`config.mk`:
```
export PLATFORM = sky130hd
export DESIGN_NAME = camera_pattern_source
export DESIGN_NICKNAME = d
export VERILOG_FILES = /design/src/rtl/camera_pattern_source.sv
export SDC_FILE = /design/constraint.sdc
export NUM_CORES = 1
export LEC_CHECK = 0
export CAP_MARGIN = 20
export CORE_UTILIZATION = 35
export DETAILED_ROUTE_END_ITERATION = 10
export GPL_TIMING_DRIVEN = 0
export HOLD_SLACK_MARGIN = 0.12
export SETUP_SLACK_MARGIN = 0.5
export SKIP_LAST_GASP = 1
export SYNTH_ARGS = -nofsm -noshare
export SYNTH_HDL_FRONTEND = slang
export SYNTH_SLANG_ARGS = --single-unit
```
`constraint.sdc`:
```
create_clock -name clk_in -period 3.6 [get_ports clk_in]
set_input_delay 0.72 -clock clk_in [delete_from_list [all_inputs] [get_ports clk_in]]
set_output_delay 0.72 -clock clk_in [all_outputs]
set_load 0.01 [all_outputs]
```
`src/rtl/camera_pattern_source.sv`:
```
// camera_pattern_source
//   Synthetic OV7670-style camera transmitter. Emits pclk, vsync, href and
//   RGB565 bytes (high byte first, href high only for active bytes) so the
//   camera receive / vision chain can run without a physical sensor.
//
// Ports
//   clk_in       system clock
//   rst_in       synchronous active-high reset
//   enable       run frames; sampled only at frame boundaries
//   pattern      00 solid, 01 colour bars, 10 checker, 11 box
//   color_in     RGB565 colour for solid/box patterns
//   box_x/box_y  box top-left pixel / line
//   pclk_out     camera pixel clock (clk_in / PCLK_DIV)
//   vsync_out    frame sync, active high
//   href_out     line valid, active high
//   pixel_out    data byte
//   frame_start  1-clk pulse on the edge vsync_out rises
//   frame_count  frames started, wraps 255->0
module camera_pattern_source #(
  parameter int H_ACTIVE    = 320,
  parameter int V_ACTIVE    = 240,
  parameter int H_BLANK     = 144,
  parameter int VSYNC_LINES = 3,
  parameter int V_BACK      = 17,
  parameter int V_FRONT     = 10,
  parameter int PCLK_DIV    = 2,
  parameter int BOX_SIZE    = 32
) (
  input  logic        clk_in,
  input  logic        rst_in,
  input  logic        enable,
  input  logic [1:0]  pattern,
  input  logic [15:0] color_in,
  input  logic [9:0]  box_x,
  input  logic [8:0]  box_y,
  output logic        pclk_out,
  output logic        vsync_out,
  output logic        href_out,
  output logic [7:0]  pixel_out,
  output logic        frame_start,
  output logic [7:0]  frame_count
);

  localparam int LINE_TICKS = 2 * H_ACTIVE + H_BLANK;
  localparam int TICK_W     = $clog2(LINE_TICKS);
  localparam int P_W        = $clog2(PCLK_DIV);
  localparam int HALF       = PCLK_DIV / 2;
  localparam int MAX_AB     = (VSYNC_LINES > V_BACK) ? VSYNC_LINES : V_BACK;
  localparam int MAX_CD     = (V_ACTIVE > V_FRONT) ? V_ACTIVE : V_FRONT;
  localparam int LINE_MAX   = (MAX_AB > MAX_CD) ? MAX_AB : MAX_CD;
  localparam int LINE_W     = $clog2(LINE_MAX + 1);
  localparam int BAR_W      = H_ACTIVE / 8;
  localparam int BAR_PX_W   = $clog2(BAR_W + 1);

  typedef enum logic [2:0] {
    ST_IDLE, ST_VSYNC, ST_VBACK, ST_ACTIVE, ST_VFRONT
  } state_t;

  state_t              state_q, state_d;
  logic [P_W-1:0]      p_q, p_d;
  logic                pclk_q, pclk_d;
  logic [TICK_W-1:0]   tick_q, tick_d;
  logic [LINE_W-1:0]   line_q, line_d;
  logic [BAR_PX_W-1:0] bar_px_q, bar_px_d;
  logic [2:0]          bar_idx_q, bar_idx_d;
  logic [1:0]          pattern_q, pattern_d;
  logic [15:0]         color_q, color_d;
  logic [9:0]          box_x_q, box_x_d;
  logic [8:0]          box_y_q, box_y_d;
  logic                vsync_q, vsync_d;
  logic                href_q, href_d;
  logic [7:0]          pixel_q, pixel_d;
  logic                frame_start_q, frame_start_d;
  logic [7:0]          frame_count_q, frame_count_d;

  logic                tick_en, line_end, line_last, start_frame;
  logic [LINE_W-1:0]   last_line;
  logic [9:0]          px_x;
  logic [8:0]          px_y;
  logic [15:0]         colour;
  logic                in_box_x, in_box_y;

  always_comb begin
    // NOTE: every variable gets a default before any branch so no path
    // leaves one unassigned, which would otherwise infer a latch.
    p_d           = (p_q == P_W'(PCLK_DIV - 1)) ? '0 : p_q + 1'b1;
    pclk_d        = (p_q < P_W'(HALF));
    // The edge where pclk falls is the only point the video outputs move,
    // keeping them stable across every pclk rising edge.
    tick_en       = (p_q == P_W'(HALF));
    state_d       = state_q;
    tick_d        = tick_q;
    line_d        = line_q;
    bar_px_d      = bar_px_q;
    bar_idx_d     = bar_idx_q;
    pattern_d     = pattern_q;
    color_d       = color_q;
    box_x_d       = box_x_q;
    box_y_d       = box_y_q;
    vsync_d       = vsync_q;
    href_d        = href_q;
    pixel_d       = pixel_q;
    frame_start_d = 1'b0;
    frame_count_d = frame_count_q;
    line_end      = (tick_q == TICK_W'(LINE_TICKS - 1));
    start_frame   = 1'b0;
    px_x          = '0;
    px_y          = '0;
    colour        = '0;
    in_box_x      = 1'b0;
    in_box_y      = 1'b0;

    case (state_q)
      ST_VSYNC:  last_line = LINE_W'(VSYNC_LINES - 1);
      ST_VBACK:  last_line = LINE_W'(V_BACK - 1);
      ST_ACTIVE: last_line = LINE_W'(V_ACTIVE - 1);
      ST_VFRONT: last_line = LINE_W'(V_FRONT - 1);
      default:   last_line = '0;
    endcase
    line_last = (line_q == last_line);

    if (tick_en) begin
      // Counters and outputs advance together, so outputs are derived from
      // the next-tick position rather than the current one.
      tick_d = line_end ? '0 : tick_q + 1'b1;
      if (line_end) begin
        line_d = line_last ? '0 : line_q + 1'b1;
        case (state_q)
          ST_IDLE:   start_frame = enable;
          ST_VSYNC:  if (line_last) state_d = ST_VBACK;
          ST_VBACK:  if (line_last) state_d = ST_ACTIVE;
          ST_ACTIVE: if (line_last) state_d = ST_VFRONT;
          ST_VFRONT: if (line_last) begin
                       if (enable) start_frame = 1'b1;
                       else        state_d     = ST_IDLE;
                     end
          default:   state_d = ST_IDLE;
        endcase
      end

      // Frame inputs are captured only here, so mid-frame changes cannot tear.
      if (start_frame) begin
        state_d       = ST_VSYNC;
        line_d        = '0;
        pattern_d     = pattern;
        color_d       = color_in;
        box_x_d       = box_x;
        box_y_d       = box_y;
        frame_count_d = frame_count_q + 1'b1;
        frame_start_d = 1'b1;
      end

      // Running bar index replaces a divide of x by the bar width.
      if (tick_d == '0) begin
        bar_px_d  = '0;
        bar_idx_d = '0;
      end else if (!tick_d[0]) begin
        if (bar_px_q == BAR_PX_W'(BAR_W - 1)) begin
          bar_px_d  = '0;
          bar_idx_d = bar_idx_q + 1'b1;
        end else begin
          bar_px_d  = bar_px_q + 1'b1;
        end
      end

      px_x = 10'(tick_d >> 1);
      px_y = 9'(line_d);
      // Sums are one bit wider than the coordinates so a box near the edge
      // clips instead of wrapping back to pixel 0.
      in_box_x = (px_x >= box_x_q) &&
                 ({1'b0, px_x} < ({1'b0, box_x_q} + 11'(BOX_SIZE)));
      in_box_y = (px_y >= box_y_q) &&
                 ({1'b0, px_y} < ({1'b0, box_y_q} + 10'(BOX_SIZE)));

      case (pattern_q)
        2'b00: colour = color_q;
        2'b01: begin
          case (bar_idx_d)
            3'd0:    colour = 16'hFFFF;
            3'd1:    colour = 16'hFFE0;
            3'd2:    colour = 16'h07FF;
            3'd3:    colour = 16'h07E0;
            3'd4:    colour = 16'hF81F;
            3'd5:    colour = 16'hF800;
            3'd6:    colour = 16'h001F;
            default: colour = 16'h0000;
          endcase
        end
        2'b10:   colour = (px_x[4] ^ px_y[4]) ? 16'hFFFF : 16'h0000;
        default: colour = (in_box_x && in_box_y) ? color_q : 16'h0000;
      endcase

      vsync_d = (state_d == ST_VSYNC);
      href_d  = (state_d == ST_ACTIVE) && (tick_d < TICK_W'(2 * H_ACTIVE));
      pixel_d = href_d ? (tick_d[0] ? colour[7:0] : colour[15:8]) : 8'h00;
    end
  end

  always_ff @(posedge clk_in) begin
    // NOTE: state registers use non-blocking assignments so every flop
    // samples the pre-edge values, independent of statement order.
    if (rst_in) begin
      state_q       <= ST_IDLE;
      p_q           <= '0;
      pclk_q        <= 1'b0;
      tick_q        <= '0;
      line_q        <= '0;
      bar_px_q      <= '0;
      bar_idx_q     <= '0;
      pattern_q     <= '0;
      color_q       <= '0;
      box_x_q       <= '0;
      box_y_q       <= '0;
      vsync_q       <= 1'b0;
      href_q        <= 1'b0;
      pixel_q       <= '0;
      frame_start_q <= 1'b0;
      frame_count_q <= '0;
    end else begin
      state_q       <= state_d;
      p_q           <= p_d;
      pclk_q        <= pclk_d;
      tick_q        <= tick_d;
      line_q        <= line_d;
      bar_px_q      <= bar_px_d;
      bar_idx_q     <= bar_idx_d;
      pattern_q     <= pattern_d;
      color_q       <= color_d;
      box_x_q       <= box_x_d;
      box_y_q       <= box_y_d;
      vsync_q       <= vsync_d;
      href_q        <= href_d;
      pixel_q       <= pixel_d;
      frame_start_q <= frame_start_d;
      frame_count_q <= frame_count_d;
    end
  end

  assign pclk_out    = pclk_q;
  assign vsync_out   = vsync_q;
  assign href_out    = href_q;
  assign pixel_out   = pixel_q;
  assign frame_start = frame_start_q;
  assign frame_count = frame_count_q;

endmodule

```
==> flow_metrics.env, run 1 <==
export IMPL_critPathLaunchType="flip-flop"
export IMPL_gr_usage_all_layers_pct=21.1
export IMPL_wl_per_cell_um=16.2
export IMPL_status="finished, violations left"
export IMPL_fp_dieH_um=125
export IMPL_grt_pass1_vias=5302
export IMPL_path_max_fanout=8
export IMPL_antenna_left=0
export IMPL_antenna_found_initial=0
export IMPL_whs_endpoint="href_out"
export IMPL_setup_viol=0
export IMPL_finalWeightedCongestion=0.895
export IMPL_ys_ff_latch=88
export IMPL_dp_cells=947
export IMPL_min_period_ps=3440
export IMPL_finalInstanceArea_um2=7340
export IMPL_cpMaxStageDelayCell="dfxtp_4"
export IMPL_ys_flop_type="dfxtp_1"
export IMPL_drt_iter0_markers=396
export IMPL_critical_path_class="reg -> reg"
export IMPL_fillers=1410
export IMPL_num_rows=44
export IMPL_netlist_area_leader_share_pct=33.3
export IMPL_violations="DRC"
export IMPL_yosysSeqAreaShare_pct=33.3
export IMPL_synth_area_leaders="dfxtp_1, nand2_1, ha_1, a21oi_1, nor2_1"
export IMPL_critical_path_arrival_ps=3680
export IMPL_clk_pin_slew_ps=70
export IMPL_register_area_um2=1780
export IMPL_cts_buffers=9
export IMPL_clockBufferDepth=2
export IMPL_tightest_slew_ps=762
export IMPL_max_cap_viol_count=0
export IMPL_synthDistinctLibCells=61
export IMPL_yosys_warnings=0
export IMPL_ios=60
export IMPL_power_per_cell_area_nw_per_um2=310
export IMPL_hold_worst_slack_ps=451
export IMPL_first_pass_iters=9
export IMPL_synth_nets=776
export IMPL_ctsRootBufferMaster="clkbuf_16"
export IMPL_layout_drive_gt1_share_pct=19.2
export IMPL_synth_edf_count=0
export IMPL_rsz0062_at_grt="yes"
export IMPL_power_leakage_nw=2.63
export IMPL_crit_path_end_kind="flip-flop"
export IMPL_r2r_slack_ps=160
export IMPL_cts_tree="built"
export IMPL_clk_latency_ps=360
export IMPL_drcViolationCount=2
export IMPL_fin_ws_ps=162
export IMPL_hp_start="href_out"
export IMPL_start_util_pct=36.2
export IMPL_dpl_worst_slack_ps=-409
export IMPL_cp_data_required_time_ps=3840
export IMPL_p_seq_share_pct=43.4
export IMPL_critPathMaxStageDelay_ps=380
export IMPL_post_synth_cell_area_avg_um2=7.52
export IMPL_ys_async_sr_fraction_pct=0
export IMPL_die_w_um=125
export IMPL_regToRegEndpoint="pixel_out[6]"
export IMPL_multi_input_area_um2=3740
export IMPL_cts_sinks=88
export IMPL_die_area_um2=15600
export IMPL_area_growth_pct=38.7
export IMPL_n_antenna_cell=0
export IMPL_postSynthCellCount=704
export IMPL_cp_top_family="compound AO/OA/AOI/OAI gates"
export IMPL_htree_levels=3
export IMPL_netlist_area_um2=5300
export IMPL_internal_power_w=0.00170
export IMPL_critPathBufInv=1
export IMPL_hold_path_depth=2
export IMPL_vdd_drop_max_uv=226
export IMPL_hold_class="reg -> reg"
export IMPL_coreArea_um2=14600
export IMPL_port_buffers=59
export IMPL_maxSlewViolCount=0
export IMPL_power_total_w=0.00228
export IMPL_worstPathCellList="and3b_2 -> a2111o_1 -> a32oi_4 -> buf_6 -> a41oi_4 -> nand2_2 -> nor2_2 -> o21ai_1 -> o21ai_1 -> ha_1 -> and2_4 -> o21ai_4 -> a31o_2 -> a32o_2 -> o2111ai_4 -> a21oi_2 -> nor3_2 -> o21ai_1"
export IMPL_grt_pass1_wl_mm=26.3
export IMPL_power_switching_w=0.000584
export IMPL_clockPowerShare_pct=44.1
export IMPL_fmax_ghz=0.291
export IMPL_finalCritPeriodShare_pct=95.5
export IMPL_switching_share_pct=25.6
export IMPL_dpl_cell_area_um2=6300
export IMPL_overflow=0
export IMPL_via_per_inst=5.40
export IMPL_comb_power_share_pct=12.5
export IMPL_num_vias=5414
export IMPL_wirelength_mm=16.2
export IMPL_netlist_top_cell_by_area="dfxtp_1"
export IMPL_fin_cells=1003
export IMPL_rr_worst_depth=18
export IMPL_fin_nets=887
export IMPL_cpMostUsedCell="o21ai_1"
export IMPL_grt_max_degree=16
export IMPL_fin_skew_ps=10.6
export IMPL_worstReg2RegStart="state_q[0]"
export IMPL_hold_violations=0
export IMPL_hpwl_mm=11.2
export IMPL_relSlewSlack_pct=49.2
-- registers in the layout (all words and copies together) (netlist names) --
register and flops:
bar_idx_q 3, bar_px_q 6, box_x_q 10, box_y_q 9, color_q 16, frame_count 8
frame_start 1, href_out 1, line_q 8, p_q 1, pattern_q 2, pclk_out 1
pixel_out 8, state_q 3, tick_q 10, vsync_out 1
-- cell type report --
type	instances	area share, %
plain buffers	39	3.53
clock buffers	10	3.41
clock inverters	5	0.869
inverters	31	1.58
multi-input cells	546	50.9
flip-flops and latches	88	24.3
well taps	184	3.14
repair buffers	100	12.3
-- metrics by stage --
step                      util, %  setup TNS (ps)
after global placement       43.0           -2400
final                        50.1               0
after global routing         50.1               0
after CTS                    48.5               0
after detailed placement     43.0           -2880
after floorplan                 -               0
-- worst min-delay path: cells and delay by family (launching register included) --
family	cells	cell delay, ps
DFF	1	320
and+or+nand+nor	2	90
-- synthesized netlist by cell type, types with 3 or more instances --
cell,n
xor2_1,15
nand3_1,22
nand2_1,136
a31oi_1,4
a22oi_1,4
nand4_1,12
nor3_1,15
or4_1,3
ha_1,32
nor2_1,62
nor2b_1,5
clkbuf_1,37
a221oi_1,6
xnor2_1,16
a211oi_1,4
a211o_1,8
o21ai_0,40
nor4_1,3
inv_1,31
a21oi_1,67
and3_1,8
mux2i_1,9
o31ai_1,5
o21a_1,3
dfxtp_1,88
and2_1,3
nand2b_1,24
-- worst max-delay path by stage --
stage	start	to	cells past startpoint
final	state_q[0]	pixel_out[6]	18
after global placement	enable	pixel_out[6]	14
after CTS	tick_q[0]	pixel_out[7]	13
after detailed placement	enable	pixel_out[6]	14
after floorplan	tick_q[0]	pixel_out[4]	12
after global routing	tick_q[4]	pixel_out[7]	14
-- power groups by stage --
stage,Sequential (W),Combinational (W),Clock [W]
finish,0.000990,0.000284,0.00101
global route,0.000990,0.000306,0.00106
CTS,0.000989,0.000258,0.00102
detailed placement,0.00101,0.000220,0
global placement,0.00101,0.000217,0
floorplan,0.00101,0.000132,0
-- cells by family (layout without fill, tap and decap cells) --
logic type               count (synthesis)  in the layout  share of synthesized area, %
buffers and inverters                   70            185                          4.99
flip-flops                              88             88                          33.3
AND/OR/NAND/NOR                        307            307                          27.0
adder cells (fa/ha/maj)                 32             32                          7.56
XOR/XNOR                                31             31                          5.13
AO/OA/AOI/OAI                          166            166                          20.1
multiplexers                            10             10                          1.91
-- routing by layer --
metal  part of all wire (%)  GRT usage (%)
met3                    4.2           3.98
met2                     48           35.8
met4                    2.2           8.97
met5                      0              0
met1                     46           26.3
-- timing repair --
| action | in CTS | in global routing |
|---|---|---|
| resized for setup | 53 | 59 |
| hold buffers | 0 | 0 |
| setup endpoints to repair | 8 | 47 |
| setup buffers | 33 | 8 |
| gates cloned | 0 | 0 |
| pin swaps | 24 | 16 |
-- cell usage in the layout, fill, tap and decap left out, drive strengths merged, types with 3 or more instances in the layout --
master and instances:
o21a 3, nand4 12, dfxtp 88, a221oi 7, a211o 8, and3 8
clkdlybuf4s50 59, a21oi 67, or4 3, o21ai 42, a211oi 5, buf 49
clkbuf 41, ha 32, nor3 16, a31oi 4, and2 3, o31ai 5
mux2i 9, nor2 62, xor2 15, inv 32, nand3 22, nor2b 5
nand2b 24, nor4 3, nand2 136, xnor2 16, a22oi 4
No activity file was read; power rests on OpenSTA's default activity.
==> inputs of run 2 (changes only) <==
--- a/config.mk
+++ b/config.mk
@@ -11,3 +11,3 @@
 export GPL_TIMING_DRIVEN = 0
-export HOLD_SLACK_MARGIN = 0.12
+export HOLD_SLACK_MARGIN = 0.1
 export SETUP_SLACK_MARGIN = 0.5
==> constraint.sdc (replaced) <==
create_clock -name clk_in -period 3.6 [get_ports clk_in]
set_input_delay 0.54 -clock clk_in [delete_from_list [all_inputs] [get_ports clk_in]]
set_output_delay 0.54 -clock clk_in [all_outputs]
set_load 0.01 [all_outputs]
==> run 2 against run 1 <==
Net effect: the flow still finishes with violations (DRC); hold slack about the same; register-to-register slack worse by 70 ps; largest power group unchanged; critical path type unchanged; utilization rose by 0.67 points; maximum frequency fell by 2.1%; largest cell class unchanged; critical path depth is 6 lower; setup slack got worse by 73 ps; sequential share of layout area shrank 0.30 points; cell area up 1.3%; combinational power is essentially flat; die area stayed put.
==> flow_metrics.env, run 2 (synthesis results as in run 1) <==
export IMPL_drcViolationCount=2
export IMPL_gr_usage_all_layers_pct=21.0
export IMPL_rsz0062_at_grt="yes"
export IMPL_grt_pass1_wl_mm=26.0
export IMPL_clk_latency_ps=360
export IMPL_n_antenna_cell=0
export IMPL_min_period_ps=3510
export IMPL_die_w_um=125
export IMPL_violations="DRC"
export IMPL_via_per_inst=5.39
export IMPL_fmax_ghz=0.285
export IMPL_ctsRootBufferMaster="clkbuf_16"
export IMPL_area_growth_pct=40.5
export IMPL_clk_pin_slew_ps=60
export IMPL_first_pass_iters=8
export IMPL_cts_buffers=9
export IMPL_cts_sinks=88
export IMPL_power_leakage_nw=2.68
export IMPL_cp_data_required_time_ps=3880
export IMPL_htree_levels=3
export IMPL_path_max_fanout=8
export IMPL_r2r_slack_ps=90
export IMPL_num_vias=5447
export IMPL_fin_util_pct=50.8
export IMPL_dp_cells=947
export IMPL_final_cell_mix="nand2_1, dfxtp_1, a21oi_1, clkdlybuf4s50_1, nor2_1"
export IMPL_hp_start="href_out"
export IMPL_layout_drive_gt1_share_pct=19.8
export IMPL_finalCritPeriodShare_pct=97.5
export IMPL_mostFrequentLayoutCell="nand2_1"
export IMPL_regToRegEndpoint="pixel_out[3]"
export IMPL_antenna_found_initial=0
export IMPL_critical_path_arrival_ps=3790
export IMPL_fp_dieH_um=125
export IMPL_overflow=0
export IMPL_worstReg2RegStart="tick_q[0]"
export IMPL_hold_violations=0
export IMPL_antenna_left=0
export IMPL_rr_worst_depth=12
export IMPL_tightest_slew_ps=755
export IMPL_start_util_pct=36.2
export IMPL_setup_viol=0
export IMPL_max_cap_viol_count=0
export IMPL_fin_skew_ps=11.0
export IMPL_wl_per_cell_um=16.4
export IMPL_hpwl_mm=11.2
export IMPL_port_buffers=59
export IMPL_hold_path_depth=2
export IMPL_finalWeightedCongestion=0.895
export IMPL_reg_top3="color_q x16, box_x_q x10, tick_q x10"
export IMPL_fin_cells=1011
export IMPL_coreArea_um2=14600
export IMPL_largest_register="color_q"
export IMPL_whs_endpoint="href_out"
export IMPL_grt_max_degree=16
export IMPL_die_area_um2=15600
export IMPL_critPathLaunchType="flip-flop"
export IMPL_cts_tree="built"
export IMPL_hold_worst_slack_ps=451
export IMPL_largest_reg_flops=16
export IMPL_crit_path_end_kind="flip-flop"
export IMPL_num_rows=44
export IMPL_critical_path_class="reg -> reg"
export IMPL_vdd_drop_max_uv=226
export IMPL_fillers=1399
export IMPL_status="finished, violations left"
export IMPL_power_per_cell_area_nw_per_um2=306
export IMPL_grt_pass1_vias=5288
export IMPL_hold_class="reg -> reg"
export IMPL_relSlewSlack_pct=49.7
export IMPL_drt_iter0_markers=445
export IMPL_fin_nets=895
export IMPL_cts_hold_buf=0
export IMPL_maxSlewViolCount=0
export IMPL_clockBufferDepth=2
export IMPL_wirelength_mm=16.6
export IMPL_ios=60
[run 2: cell count changes in the layout (fill, tap and decap cells not counted), moves of 2 or more]
| cell | change |
|---|---|
| buf_2 | -2 |
| buf_4 | -5 |
| buf_6 | +15 |
| clkbuf_1 | +2 |
| ha_1 | +2 |
| nand2_2 | +2 |
[run 2: worst max-delay path by stage]
stage                           from           end  cells after the start  slack (ps)
final                      tick_q[0]  pixel_out[3]                     12          90
after global routing      state_q[0]  pixel_out[4]                     15         -80
after CTS                  tick_q[0]  pixel_out[3]                     12         150
after detailed placement  state_q[2]  pixel_out[6]                     15        -280
after global placement    state_q[2]  pixel_out[6]                     15        -190
after floorplan            tick_q[0]  pixel_out[4]                     12         410
[run 2: metrics by stage]
stage / power, W / cell area (um^2) / setup TNS [ps] / worst slack (ps)
after floorplan: 0.00114 / 5480 / 0 / 409
after global placement: 0.00123 / 6300 / -1090 / -186
after detailed placement: 0.00123 / 6300 / -1850 / -276
after CTS: 0.00226 / 7000 / 0 / 148
after global routing: 0.00235 / 7440 / -425 / -75.1
final: 0.00228 / 7440 / 0 / 88.9
[run 2: worst max-delay path: stages (launching register included)]
cell and delay (ps):
dfxtp_4 380, buf_8 100, nand4_1 150, or4_4 580, a21oi_4 230, ha_4 240, a21oi_4 170, a31oi_4 60
or4_4 530, nor4b_4 330, o2111ai_4 270, a211o_1 300, o211ai_1 80
[run 2: layer usage]
| metal | vias to the layer above | share of wire [%] | global-route usage [%] | routed length [um] |
|---|---|---|---|---|
| met1 | 2592 | 44 | 25.8 | 7340 |
| met4 | 0 | 2.4 | 9.25 | 404 |
| met3 | 28 | 4.7 | 4.07 | 788 |
| li1 | 2683 | - | - | - |
| met5 | - | 0 | 0 | 0 |
| met2 | 144 | 49 | 35.6 | 8070 |
[run 2: area by class of cell]
| class | count | area (um^2) | area share (%) |
|---|---|---|---|
| buffer | 39 | 254 | 3.41 |
| tap | 184 | 230 | 3.09 |
| timing repair buffer | 108 | 1010 | 13.5 |
| clock buffer | 10 | 250 | 3.36 |
| clock inverter | 5 | 63.8 | 0.858 |
| multi-input combinational | 546 | 3730 | 50.2 |
| inverter | 31 | 116 | 1.56 |
| sequential | 88 | 1780 | 24.0 |
[run 2: what timing repair did]
action | 4_1_cts | 5_1_grt
hold endpoints to repair | 0 | 0
resized for setup | 39 | 82
endpoints found under the setup margin | 8 | 47
pin swaps | 19 | 22
setup buffers | 31 | 18
[run 2: power breakdown]
| part | total [W] | internal, W | switching (W) |
|---|---|---|---|
| Combinational | 0.000281 | 0.000132 | 0.000149 |
| Sequential | 0.000990 | 0.000979 | 0.0000105 |
| Clock | 0.00101 | 0.000581 | 0.000427 |
| Total | 0.00228 | 0.00169 | 0.000586 |
==> inputs of run 3 (changes only) <==
Settings changed: SETUP_SLACK_MARGIN 0.5 to unset.
==> run 3 against run 2 <==
Net effect: the run ends with DRC, setup timing left; clock-buffer cell count decreased by 1; maximum frequency decreased by 3.3%; final cell count decreased by 2.7%; cell area decreased by 7.7%; critical path type unchanged.
==> flow_metrics.env, run 3 (synthesis results as in run 1) <==
export IMPL_hold_worst_slack_ps=448
export IMPL_cts_buffers=9
export IMPL_min_period_ps=3630
export IMPL_area_growth_pct=29.7
export IMPL_cts_hold_buf=0
export IMPL_multi_input_area_um2=3480
export IMPL_layout_drive_gt1_share_pct=12.5
export IMPL_first_pass_iters=8
export IMPL_violations="DRC, setup timing"
export IMPL_tightest_slew_ps=751
export IMPL_final_cell_mix="nand2_1, dfxtp_1, a21oi_1, clkdlybuf4s50_1, nor2_1"
export IMPL_maxSlewViolCount=0
export IMPL_clk_latency_ps=360
export IMPL_fin_nets=869
export IMPL_endpoint="pixel_out[5]"
export IMPL_hold_class="reg -> reg"
export IMPL_grt_pass1_vias=5139
export IMPL_fin_cells=984
export IMPL_power_leakage_nw=2.44
export IMPL_num_rows=44
export IMPL_largest_reg_flops=16
export IMPL_crit_path_end_kind="flip-flop"
export IMPL_power_per_cell_area_nw_per_um2=318
export IMPL_n_antenna_cell=0
export IMPL_mostFrequentLayoutCell="nand2_1"
export IMPL_wl_per_cell_um=16.1
export IMPL_r2r_slack_ps=-30
export IMPL_finalWeightedCongestion=0.855
export IMPL_relSlewSlack_pct=49.9
export IMPL_vdd_drop_max_uv=226
export IMPL_hp_start="href_out"
export IMPL_max_cap_viol_count=0
export IMPL_overflow=0
export IMPL_setup_viol=4
export IMPL_fmax_ghz=0.276
export IMPL_fp_dieH_um=125
export IMPL_start_util_pct=36.2
export IMPL_drt_iter0_markers=438
export IMPL_critical_path_arrival_ps=3860
export IMPL_num_vias=5373
export IMPL_via_per_inst=5.46
export IMPL_register_area_um2=1780
export IMPL_critical_path_class="reg -> reg"
export IMPL_worstReg2RegStart="state_q[2]"
export IMPL_fillers=1425
export IMPL_largest_register="color_q"
export IMPL_drcViolationCount=2
export IMPL_hold_violations=0
export IMPL_rr_worst_depth=17
export IMPL_cts_tree="built"
export IMPL_dp_cells=947
export IMPL_antenna_left=0
export IMPL_htree_levels=3
export IMPL_finalCritPeriodShare_pct=101
export IMPL_wirelength_mm=15.9
export IMPL_ctsRootBufferMaster="clkbuf_16"
export IMPL_status="finished, violations left"
export IMPL_die_area_um2=15600
export IMPL_grt_max_degree=15
export IMPL_rsz0062_at_grt="yes"
export IMPL_gr_usage_all_layers_pct=20.7
export IMPL_ios=60
export IMPL_cp_data_required_time_ps=3830
export IMPL_regToRegEndpoint="pixel_out[5]"
export IMPL_clockBufferDepth=2
export IMPL_fin_skew_ps=9.86
export IMPL_die_w_um=125
export IMPL_reg_top3="color_q x16, box_x_q x10, tick_q x10"
export IMPL_cp_startpoint="state_q[2]"
export IMPL_path_max_fanout=7
export IMPL_clk_pin_slew_ps=60
export IMPL_critPathLaunchType="flip-flop"
export IMPL_fin_tns_setup_ps=-69.3
export IMPL_fin_util_pct=46.9
export IMPL_hold_path_depth=2
export IMPL_port_buffers=59
export IMPL_hpwl_mm=11.1
export IMPL_cts_sinks=88
export IMPL_power_total_w=0.00218
export IMPL_antenna_found_initial=0
export IMPL_coreArea_um2=14600
export IMPL_grt_pass1_wl_mm=25.8
export IMPL_fin_ws_ps=-29.6
-- run 3: cell types whose count changed in the layout (fill, tap and decap cells not counted), moves of 4 or more --
cell and change:
clkbuf_1 +4, o21ai_0 +5, buf_6 -10, buf_4 -13
a21oi_1 +4
-- run 3: per-layer routing --
metal / track usage (%) / wire length [um]
met1: 26.9 / 7250
met2: 33.5 / 7380
met4: 8.25 / 357
met3: 4.32 / 886
met5: 0 / 0
-- run 3: layout make-up --
| class | count | share of cell area, % |
|---|---|---|
| buffer | 35 | 2.46 |
| clock inverter | 5 | 0.874 |
| sequential | 88 | 25.9 |
| inverter | 31 | 1.69 |
| clock buffer | 9 | 3.28 |
| multi-input combinational | 546 | 50.7 |
| timing repair buffer | 86 | 11.8 |
| tap | 184 | 3.35 |
-- run 3: timing repair --
| item | in CTS | in global routing |
|---|---|---|
| setup endpoints to repair | 8 | 8 |
| gates resized for setup | 49 | 34 |
| pin swaps | 13 | 13 |
| buffers inserted | 13 | 14 |
-- run 3: power breakdown --
part | internal, W | total [W] | switching [W]
Combinational | 0.000119 | 0.000255 | 0.000136
Clock | 0.000531 | 0.000934 | 0.000403
Sequential | 0.000980 | 0.000992 | 0.0000118
Total | 0.00163 | 0.00218 | 0.000551
-- run 3: how the worst min path moves through the flow --
| stage | to |
|---|---|
| after CTS | href_out |
| after floorplan | box_y_q[8] |
| after global placement | href_out |
| final | href_out |
| after global routing | box_y_q[0] |
| after detailed placement | href_out |
-- run 3: worst max-delay path, cell delays in order (launching register included) --
cell and delay, ps:
dfxtp_2 360, and3b_2 240, a2111o_1 330, a32oi_4 320, a21oi_4 140, and2_4 170
o21ai_2 120, o31ai_2 90, ha_1 330, o21ba_4 170, o2111ai_4 110, a31o_2 230
a32o_2 240, o2111ai_2 90, buf_6 180, a21oi_1 60, nor3_2 240, o21ai_1 80
-- run 3: through the flow --
step | area, um^2 | worst slack, ps
finish | 6870 | -29.6
global route | 6870 | -145
CTS | 6650 | 0.206
detailed placement | 6120 | -1070
global placement | 6120 | -969
floorplan | 5300 | 5.51
